## src/rtl/meta_dispatcher_if.sv

```systemverilog
// -----------------------------------------------------------------------------
// meta_dispatcher_pkg / meta_if
//
// Shared metadata type and the valid/ready stream interface used by
// meta_dispatcher for its input and its two output channels.
//
// Handshake: a beat transfers on a rising clk edge when valid && ready are both
// 1. A master holding valid high keeps data stable until the transfer happens.
// Ready may depend on valid and on data.
//
// meta_if signals:
//   data  : metadata_t beat
//   valid : master has a beat
//   ready : slave can take the beat
// Modports: master (drives data/valid), slave (drives ready).
// -----------------------------------------------------------------------------
package meta_dispatcher_pkg;

    typedef struct packed {
        logic [15:0] pkt_size;
        logic [31:0] pkt_addr;
        logic [15:0] pkt_queue_id;
        logic [2:0]  pkt_flags;
    } metadata_t;

    localparam logic [2:0] PKT_PCIE = 3'd1;
    localparam logic [2:0] PKT_DROP = 3'd2;

endpackage

interface meta_if;
    import meta_dispatcher_pkg::*;

    metadata_t data;
    logic      valid;
    logic      ready;

    modport master (output data, output valid, input ready);
    modport slave  (input data, input valid, output ready);
endinterface

```

## src/rtl/meta_dispatcher.sv

```systemverilog
// -----------------------------------------------------------------------------
// meta_dispatcher
//
// Routes each accepted metadata beat to the PCIe channel or the drop channel.
// PCIe-flagged beats whose queue id is >= NB_QUEUES, and beats with an unknown
// flag, go to the drop channel with pkt_flags rewritten to PKT_DROP. Each
// output channel is a single register stage; backpressure on one channel only
// stalls beats decoded for that channel.
//
// Optional feature macro: META_DISPATCH_STATS_EN
//   defined   : four 32-bit saturating outcome counters with synchronous clear
//   undefined : counters absent, stats_*_cnt outputs tied to 0, stats_clr unused
//
// Ports:
//   clk, rst           : clock, asynchronous active-high reset
//   in_meta (slave)    : input metadata stream from the flow director
//   pcie_meta (master) : metadata bound for the PCIe DMA path
//   drop_meta (master) : metadata whose payload the packet buffer discards
//   stats_clr          : single-cycle clear pulse for all counters
//   stats_pcie_cnt     : beats forwarded to PCIe
//   stats_drop_cnt     : beats arriving flagged PKT_DROP
//   stats_oob_cnt      : PCIe beats demoted because the queue id is out of range
//   stats_bad_flag_cnt : beats with a flag that is neither PKT_PCIE nor PKT_DROP
// -----------------------------------------------------------------------------
module meta_dispatcher
    import meta_dispatcher_pkg::*;
#(
    parameter int NB_QUEUES = 8192
) (
    input  logic        clk,
    input  logic        rst,
    meta_if.slave       in_meta,
    meta_if.master      pcie_meta,
    meta_if.master      drop_meta,
    input  logic        stats_clr,
    output logic [31:0] stats_pcie_cnt,
    output logic [31:0] stats_drop_cnt,
    output logic [31:0] stats_oob_cnt,
    output logic [31:0] stats_bad_flag_cnt
);

    localparam logic [31:0] NB_Q = 32'(NB_QUEUES);

    logic      flag_pcie;
    logic      flag_drop;
    logic      in_range;
    logic      dest_pcie;
    logic      accept;
    logic      load_pcie;
    logic      load_drop;
    logic      pcie_valid_q;
    logic      drop_valid_q;
    metadata_t pcie_data_q;
    metadata_t drop_data_q;
    metadata_t drop_rewrite;

    // Destination decode of the beat currently offered.
    assign flag_pcie = (in_meta.data.pkt_flags == PKT_PCIE);
    assign flag_drop = (in_meta.data.pkt_flags == PKT_DROP);
    assign in_range  = ({16'd0, in_meta.data.pkt_queue_id} < NB_Q);
    assign dest_pcie = flag_pcie && in_range;

    // Ready depends only on the register the current beat is headed for, so a
    // stalled channel never blocks traffic for the other one.
    assign in_meta.ready = dest_pcie ? (!pcie_valid_q || pcie_meta.ready)
                                     : (!drop_valid_q || drop_meta.ready);

    assign accept    = in_meta.valid && in_meta.ready;
    assign load_pcie = accept && dest_pcie;
    assign load_drop = accept && !dest_pcie;

    // Everything reaching the drop channel leaves flagged PKT_DROP; for beats
    // already flagged PKT_DROP this is a no-op.
    always_comb begin
        drop_rewrite           = in_meta.data;
        drop_rewrite.pkt_flags = PKT_DROP;
    end

    always_ff @(posedge clk or posedge rst) begin
        if (rst) begin
            pcie_valid_q <= 1'b0;
            drop_valid_q <= 1'b0;
        end else begin
            // A load wins over a drain in the same cycle.
            if (load_pcie)
                pcie_valid_q <= 1'b1;
            else if (pcie_meta.ready)
                pcie_valid_q <= 1'b0;

            if (load_drop)
                drop_valid_q <= 1'b1;
            else if (drop_meta.ready)
                drop_valid_q <= 1'b0;
        end
    end

    // Data registers need no reset; valid qualifies them.
    always_ff @(posedge clk) begin
        if (load_pcie)
            pcie_data_q <= in_meta.data;
        if (load_drop)
            drop_data_q <= drop_rewrite;
    end

    assign pcie_meta.valid = pcie_valid_q;
    assign pcie_meta.data  = pcie_data_q;
    assign drop_meta.valid = drop_valid_q;
    assign drop_meta.data  = drop_data_q;

`ifdef META_DISPATCH_STATS_EN
    logic [31:0] pcie_cnt;
    logic [31:0] drop_cnt;
    logic [31:0] oob_cnt;
    logic [31:0] bad_cnt;
    logic        inc_pcie;
    logic        inc_drop;
    logic        inc_oob;
    logic        inc_bad;

    assign inc_pcie = load_pcie;
    assign inc_drop = accept && flag_drop;
    assign inc_oob  = accept && flag_pcie && !in_range;
    assign inc_bad  = accept && !flag_pcie && !flag_drop;

    // Clear together with an increment leaves the counter at 1; otherwise
    // the counter saturates at all-ones.
    function automatic logic [31:0] cnt_next(input logic [31:0] c,
                                             input logic        inc,
                                             input logic        clr);
        logic [31:0] n;
        if (clr)
            n = {31'd0, inc};
        else if (inc && (c != 32'hFFFF_FFFF))
            n = c + 32'd1;
        else
            n = c;
        return n;
    endfunction

    always_ff @(posedge clk or posedge rst) begin
        if (rst) begin
            pcie_cnt <= 32'd0;
            drop_cnt <= 32'd0;
            oob_cnt  <= 32'd0;
            bad_cnt  <= 32'd0;
        end else begin
            pcie_cnt <= cnt_next(pcie_cnt, inc_pcie, stats_clr);
            drop_cnt <= cnt_next(drop_cnt, inc_drop, stats_clr);
            oob_cnt  <= cnt_next(oob_cnt,  inc_oob,  stats_clr);
            bad_cnt  <= cnt_next(bad_cnt,  inc_bad,  stats_clr);
        end
    end

    assign stats_pcie_cnt     = pcie_cnt;
    assign stats_drop_cnt     = drop_cnt;
    assign stats_oob_cnt      = oob_cnt;
    assign stats_bad_flag_cnt = bad_cnt;
`else
    logic unused_stats_clr;
    assign unused_stats_clr   = stats_clr;

    assign stats_pcie_cnt     = 32'd0;
    assign stats_drop_cnt     = 32'd0;
    assign stats_oob_cnt      = 32'd0;
    assign stats_bad_flag_cnt = 32'd0;
`endif

endmodule

```

## src/flat_wrapper.sv

```systemverilog
// flat-port wrapper written by rule: the top's interface ports become plain ports
module meta_dispatcher_flat import meta_dispatcher_pkg::*;
#(
    parameter int NB_QUEUES = 8192
)
  (clk, rst, stats_clr, stats_pcie_cnt, stats_drop_cnt, stats_oob_cnt, stats_bad_flag_cnt, in_meta_data, in_meta_valid, in_meta_ready, pcie_meta_data, pcie_meta_valid, pcie_meta_ready, drop_meta_data, drop_meta_valid, drop_meta_ready);
  meta_if in_meta_i ();
  meta_if pcie_meta_i ();
  meta_if drop_meta_i ();
  input  logic clk;
  input  logic rst;
  input  logic stats_clr;
  output logic [31:0] stats_pcie_cnt;
  output logic [31:0] stats_drop_cnt;
  output logic [31:0] stats_oob_cnt;
  output logic [31:0] stats_bad_flag_cnt;
  input wire logic [$bits(in_meta_i.data)-1:0] in_meta_data;
  input wire logic [$bits(in_meta_i.valid)-1:0] in_meta_valid;
  output wire logic [$bits(in_meta_i.ready)-1:0] in_meta_ready;
  output wire logic [$bits(pcie_meta_i.data)-1:0] pcie_meta_data;
  output wire logic [$bits(pcie_meta_i.valid)-1:0] pcie_meta_valid;
  input wire logic [$bits(pcie_meta_i.ready)-1:0] pcie_meta_ready;
  output wire logic [$bits(drop_meta_i.data)-1:0] drop_meta_data;
  output wire logic [$bits(drop_meta_i.valid)-1:0] drop_meta_valid;
  input wire logic [$bits(drop_meta_i.ready)-1:0] drop_meta_ready;
  assign in_meta_i.data = in_meta_data;
  assign in_meta_i.valid = in_meta_valid;
  assign in_meta_ready = in_meta_i.ready;
  assign pcie_meta_data = pcie_meta_i.data;
  assign pcie_meta_valid = pcie_meta_i.valid;
  assign pcie_meta_i.ready = pcie_meta_ready;
  assign drop_meta_data = drop_meta_i.data;
  assign drop_meta_valid = drop_meta_i.valid;
  assign drop_meta_i.ready = drop_meta_ready;
  meta_dispatcher #(.NB_QUEUES(NB_QUEUES)) u_core (.clk(clk), .rst(rst), .in_meta(in_meta_i), .pcie_meta(pcie_meta_i), .drop_meta(drop_meta_i), .stats_clr(stats_clr), .stats_pcie_cnt(stats_pcie_cnt), .stats_drop_cnt(stats_drop_cnt), .stats_oob_cnt(stats_oob_cnt), .stats_bad_flag_cnt(stats_bad_flag_cnt));
endmodule
```

## config.mk

```make
export PLATFORM = sky130hd
export DESIGN_NAME = meta_dispatcher_flat
export DESIGN_NICKNAME = d
export VERILOG_FILES = /design/src/rtl/meta_dispatcher_if.sv /design/src/rtl/meta_dispatcher.sv /design/src/flat_wrapper.sv
export SDC_FILE = /design/constraint.sdc
export NUM_CORES = 1
export LEC_CHECK = 0
export ABC_CLOCK_PERIOD_IN_PS = 3400
export CAP_MARGIN = 25
export CORE_AREA = 2 2 129 131
export CTS_CLUSTER_DIAMETER = 200
export DETAILED_ROUTE_END_ITERATION = 6
export DIE_AREA = 0 0 131 133
export PLACE_DENSITY = 0.79
export SYNTH_ARGS = -nofsm -noshare
export SYNTH_HDL_FRONTEND = slang
export SYNTH_SLANG_ARGS = --single-unit
```

## constraint.sdc

```tcl
create_clock -name clk -period 3.4 [get_ports clk]
set_input_delay 0.34 -clock clk [delete_from_list [all_inputs] [get_ports clk]]
set_output_delay 0.34 -clock clk [all_outputs]
set_load 0.02 [all_outputs]
```

* Yosys cells after proc, flatten, opt, wreduce, memory -nomap -nowiden
Cells that the tools add are included.
** Cells by class
- Reduce and logical (&&, ||, !) cells :: 11
- Bitwise operators :: 0
- Divide/modulo/power cells :: 0
- Shift operators :: 0
- Magnitude comparators :: 1
- Multiplexer cells :: 5
- Multipliers :: 0
- Eq/ne operators :: 1
- $add $sub $neg :: 0
** Operator list (count)
- less-than comparator 16 x 14 -> 1 bit, second input constant :: 1
- two-way mux 1 bit :: 5
- logical AND 1 bit :: 4
- nonzero test 2 bit :: 2
- equality test 3 x 1 -> 1 bit, second input constant :: 1
- logical NOT 1 bit :: 3
- logical OR 1 bit :: 2
** Storage, ports and cells
- Bits of input ports :: 73
- Word-level logic and storage cells :: 27
- Memory bits (read-only) :: 0
- Memories kept :: 0
- Bits in latches :: 0
- RAM bits :: 0
- Output and inout bits :: 265
- Register bits :: 133

* Longest topological paths before layout
- Word-level depth :: 6
- Depth in mapped cells :: 3
- Depth with buffers taken out :: 3

* Worst setup path after synthesis
OpenSTA, ideal clock, no wires.
- Path type :: register -> register
- Start point :: register u_core.pcie_valid_q, in the netlist u_core.pcie_meta.valid
- End point :: register u_core.pcie_data_q (netlist bit u_core.pcie_meta.data[0]), enable pin
- Required time :: 2.908 ns
- Data arrival time :: 3.422 ns
- Path buffers :: 0
- Stages on the path, launching flop included :: 3
- Path slack :: -0.515 ns
- Period minus slack after synthesis :: 3.915 ns
- Setup time :: 0.492 ns
- Cell sequence :: dfrtp_1 > nor2b_1 > nor2_1
** On the way
- Cells in the longest elaborated chain, start to end :: 5
** Ends and longest elaborated chain
- start, declared :: line meta_dispatcher.sv:51 : logic pcie_valid_q;
- start signal, assigned :: line meta_dispatcher.sv:81 : pcie_valid_q <= 1'b0;
- start signal, assigned :: line meta_dispatcher.sv:86 : pcie_valid_q <= 1'b1;
- start signal, assigned :: line meta_dispatcher.sv:88 : pcie_valid_q <= 1'b0;
- logical NOT 1 bit :: line meta_dispatcher.sv:65 : assign in_meta.ready = dest_pcie ? (!pcie_valid_q || pcie_meta.ready)
- logical OR 1 bit :: line meta_dispatcher.sv:65
- two-way mux 1 bit :: line meta_dispatcher.sv:65
- logical AND 1 bit :: line meta_dispatcher.sv:68 : assign accept = in_meta.valid && in_meta.ready;
- logical AND 1 bit :: line meta_dispatcher.sv:69 : assign load_pcie = accept && dest_pcie;
- via u_core.load_pcie :: line meta_dispatcher.sv:49 : logic load_pcie;
- end signal, assigned :: line meta_dispatcher.sv:100 : pcie_data_q <= in_meta.data;
- end, declared :: line meta_dispatcher.sv:53 : metadata_t pcie_data_q;
The timed path passes the listed nets, and every way through them passes these cells.
A chain may end at the register's enable or synchronous reset.

* Worst setup path in the final report
- Start point :: input port in_meta_data[18]
- End point :: output port in_meta_ready
** On the way
- Cells in the longest elaborated chain, start to end :: 3
** Ends and longest elaborated chain
- start, declared :: line flat_wrapper.sv:17 : input wire logic [$bits(in_meta_i.data)-1:0] in_meta_data;
- less-than comparator 16 x 14 -> 1 bit :: line meta_dispatcher.sv:60 : assign in_range = ({16'd0, in_meta.data.pkt_queue_id} < NB_Q);
- logical AND 1 bit :: line meta_dispatcher.sv:61 : assign dest_pcie = flag_pcie && in_range;
- two-way mux 1 bit :: line meta_dispatcher.sv:65
- end, declared :: line flat_wrapper.sv:19 : output wire logic [$bits(in_meta_i.ready)-1:0] in_meta_ready;
Every way passes these cells.

==> results by group <==
Worst hold path
  – Min-Delay Path Class: input pin to asynchronous set/reset pin

Die
  – Core box area: between 15000 and 20000 sq um
  – Initial Util: roughly a third
  – Die height: approximately 130 microns
  – # rows: 47
  – Die area: between 15000 and 20000 sq um
  – Die width: between 100 and 150 microns
  – I/O pins: between 300 and 400

Final layout
  – Ant diodes: 0
  – Fillers: roughly 1.4k
  – Final instance area: between 7000 and 8000 sq um
  – Commonest cells after routing, fill and taps aside: clkdlybuf4s50_1 (205), conb_1 (131), edfxtp_1 (131)
  – Area growth, synth to finish: 49.5%
  – Commonest non-fill, non-tap cell in the layout: clkdlybuf4s50_1
  – Register area: 3980 sq um
  – Nets: just under 600
  – Share of cells above drive strength 1: 7.93%
  – Area of the multi-input gates: about 600 sq um

STA
  – Fmax: ~450 MHz
  – Endpoints failing hold: 0
  – Setup_tns: 0 ps
  – Final Slew Violations: 0
  – Setup repair after global routing missed its margin: false
  – Fin crit share: between 60% and 70%
  – Setup Skew: 7.98 ps
  – Max-slew headroom: 59.1%
  – Endpoints failing setup: 0
  – Tmin final: 2240 ps
  – Worst-margin pin slew: ~610 ps

Worst setup path
  – R2R setup slack: roughly 1600 ps
  – Reg2Reg Capture Point: u_core.drop_meta.data[47]
  – Crit start category: input pin
  – WP data required: slightly above 3000 ps
  – Worst R2R Start: u_core.drop_meta.valid
  – Worst Setup End Kind: output pin
  – CP Data Arrival Time: around 1900 ps
  – Peak fanout along the critical path: 3
  – WS Path Type: input pin to output pin
  – Reg2Reg Depth: 3

Detailed routing
  – Initial drt markers: 181
  – Vias/cell: between 3 and 4
  – Vias post-DR: 2699
  – DRT antenna net count: 0
  – Routed wire length: ~11 mm
  – WL per Instance: between 15 and 20 microns
  – Residual DRC: 0
  – DR pass1 iterations: 6

Outcome
  – Outcome: complete, no violations

Place
  – I/O Buffers: between 200 and 250
  – Post-DP HPWL: slightly below 9 mm
  – DP Area: 6960 sq um
  – RD Place Congestion: ~0.75

Clocking
  – CTS Sinks: around 130
  – H-tree depth: 4
  – Resized Gates After CTS: 0
  – Clock Latency Late Sink: ~400 ps
  – CTS Root Cell: clkbuf_16
  – Clk buf depth: 2
  – Hold_buf cts: 0
  – Clock-pin slew on the worst setup and hold paths: roughly 60 ps
  – Setup bufs post-CTS: 0
  – CTS Buf Count: 17
  – CTS tree: built

Power
  – P_sw: 0.000953 W
  – Net Sw Frac: between 20% and 30%
  – PD cells: ~550 nW/um^2
  – Comb pwr share: 10.1%
  – Internal Power: between 0.003 and 0.004 W
  – Sequential Power Share: about 45%
  – Leak pwr: between 2 and 3 nW
  – VDD IR max: around 0.35 mV
  – Clock power frac: 45.2%

Yosys
  – #FFs+latches synth: 133
  – Syn Inst Count: 279
  – Syn Std Cell Area: just over 5000 sq um
  – Syn_area_per_cell: ~18 sq um
  – Number of warnings issued by yosys: 0
  – Seq/Total Area, Yosys: between 70% and 80%
  – Unique masters post-synth: 15

GRT
  – First-pass GRT wire length: approximately 15 mm
  – Grt ovf: 0
  – Tot GR Track Use: 12.3%
  – Largest net degree at the start of global routing: 64
  – Number of global-route vias before repair: 2562
  – Initial antenna violation count: 0

Flow run
  – Max-cap viol count: 0
==> cells in the mapped netlist, drive strengths merged <==
cell type | instances | share of area (%)
inv | 1 | 0.074
dfrtp | 2 | 0.99
edfxtp | 131 | 77
buf | 131 | 19
a21o | 1 | 0.15
nor2b | 3 | 0.52
nand2b | 1 | 0.12
nor2 | 3 | 0.52
conb | 2 | 0.15
and3b | 1 | 0.17
nand4 | 1 | 0.12
mux2i | 1 | 0.20
nand3 | 1 | 0.20
==> flip-flops by register name, indices dropped and copies added, names as in the netlist <==
name                    flops
u_core.drop_meta.data      64
u_core.drop_meta.valid      1
u_core.pcie_meta.data      67
u_core.pcie_meta.valid      1
==> stage by stage <==
stage	hold WS, ps	setup WS (ps)	instances	total power [W]	utilization [%]
after floorplan	81.2	594	408	0.00224	-
after detailed placement	506	1080	705	0.00233	43.1
after global routing	93.3	1070	737	0.00435	46.9
after CTS	69.7	1150	737	0.00424	46.9
final	85.7	1160	737	0.00420	46.9
after global placement	498	1140	705	0.00232	43.1
==> worst max-delay path, stage by stage <==
cell,delay [ps]
clkdlybuf4s50_1,480
nor2b_4,160
nand3_2,110
mux2i_1,180
clkdlybuf4s50_1,630
==> final cells by class <==
type	instances	share of cell area [%]
Clock buffer	17	5.60
Tap cell	220	3.63
Multi-Input combinational cell	143	7.93
Inverter	1	0.0494
Clock inverter	15	2.67
Sequential cell	133	52.5
Timing Repair Buffer	208	27.7
==> how the worst max path moves through the flow <==
| stage | start | end | cells after the start |
|---|---|---|---|
| 2_1_floorplan | u_core.pcie_meta.valid | u_core.pcie_meta.data[0] | 2 |
| 3_3_place_gp | in_meta_data[17] | u_core.drop_meta.data[28] | 5 |
| 3_5_place_dp | in_meta_data[18] | u_core.drop_meta.data[36] | 5 |
| 4_1_cts | in_meta_data[18] | in_meta_ready | 5 |
| 5_1_grt | in_meta_data[18] | in_meta_ready | 5 |
| 6_report | in_meta_data[18] | in_meta_ready | 5 |
==> routing by layer <==
metal  routed length [microns]  GRT usage (%)  share of wire (%)  vias up
met5                         0              0                  0        -
met4                       194           4.43                1.7        0
met3                      1630           6.79                 14       17
met2                      6060           22.4                 53      221
met1                      3600           11.1                 31     1280
li1                          -              -                  -     1181
==> power by group through the flow <==
stage	clock, W	sequential, W	combinational (W)
global placement	0	0.00191	0.000416
CTS	0.00194	0.00188	0.000424
global route	0.00202	0.00188	0.000448
floorplan	0	0.00198	0.000264
detailed placement	0	0.00191	0.000423
finish	0.00190	0.00188	0.000425
==> cells by family (layout without fill, tap and decap cells) <==
| group | Yosys count | count (layout) | share of synthesized area [%] |
|---|---|---|---|
| compound gates | 1 | 1 | 0.148 |
| buf+inv | 132 | 241 | 19.4 |
| flops | 133 | 133 | 78.4 |
| mux | 1 | 1 | 0.197 |
| other cells | 2 | 131 | 0.148 |
| simple gates | 10 | 10 | 1.65 |
Note: power is estimated with default switching activity, not from simulation.
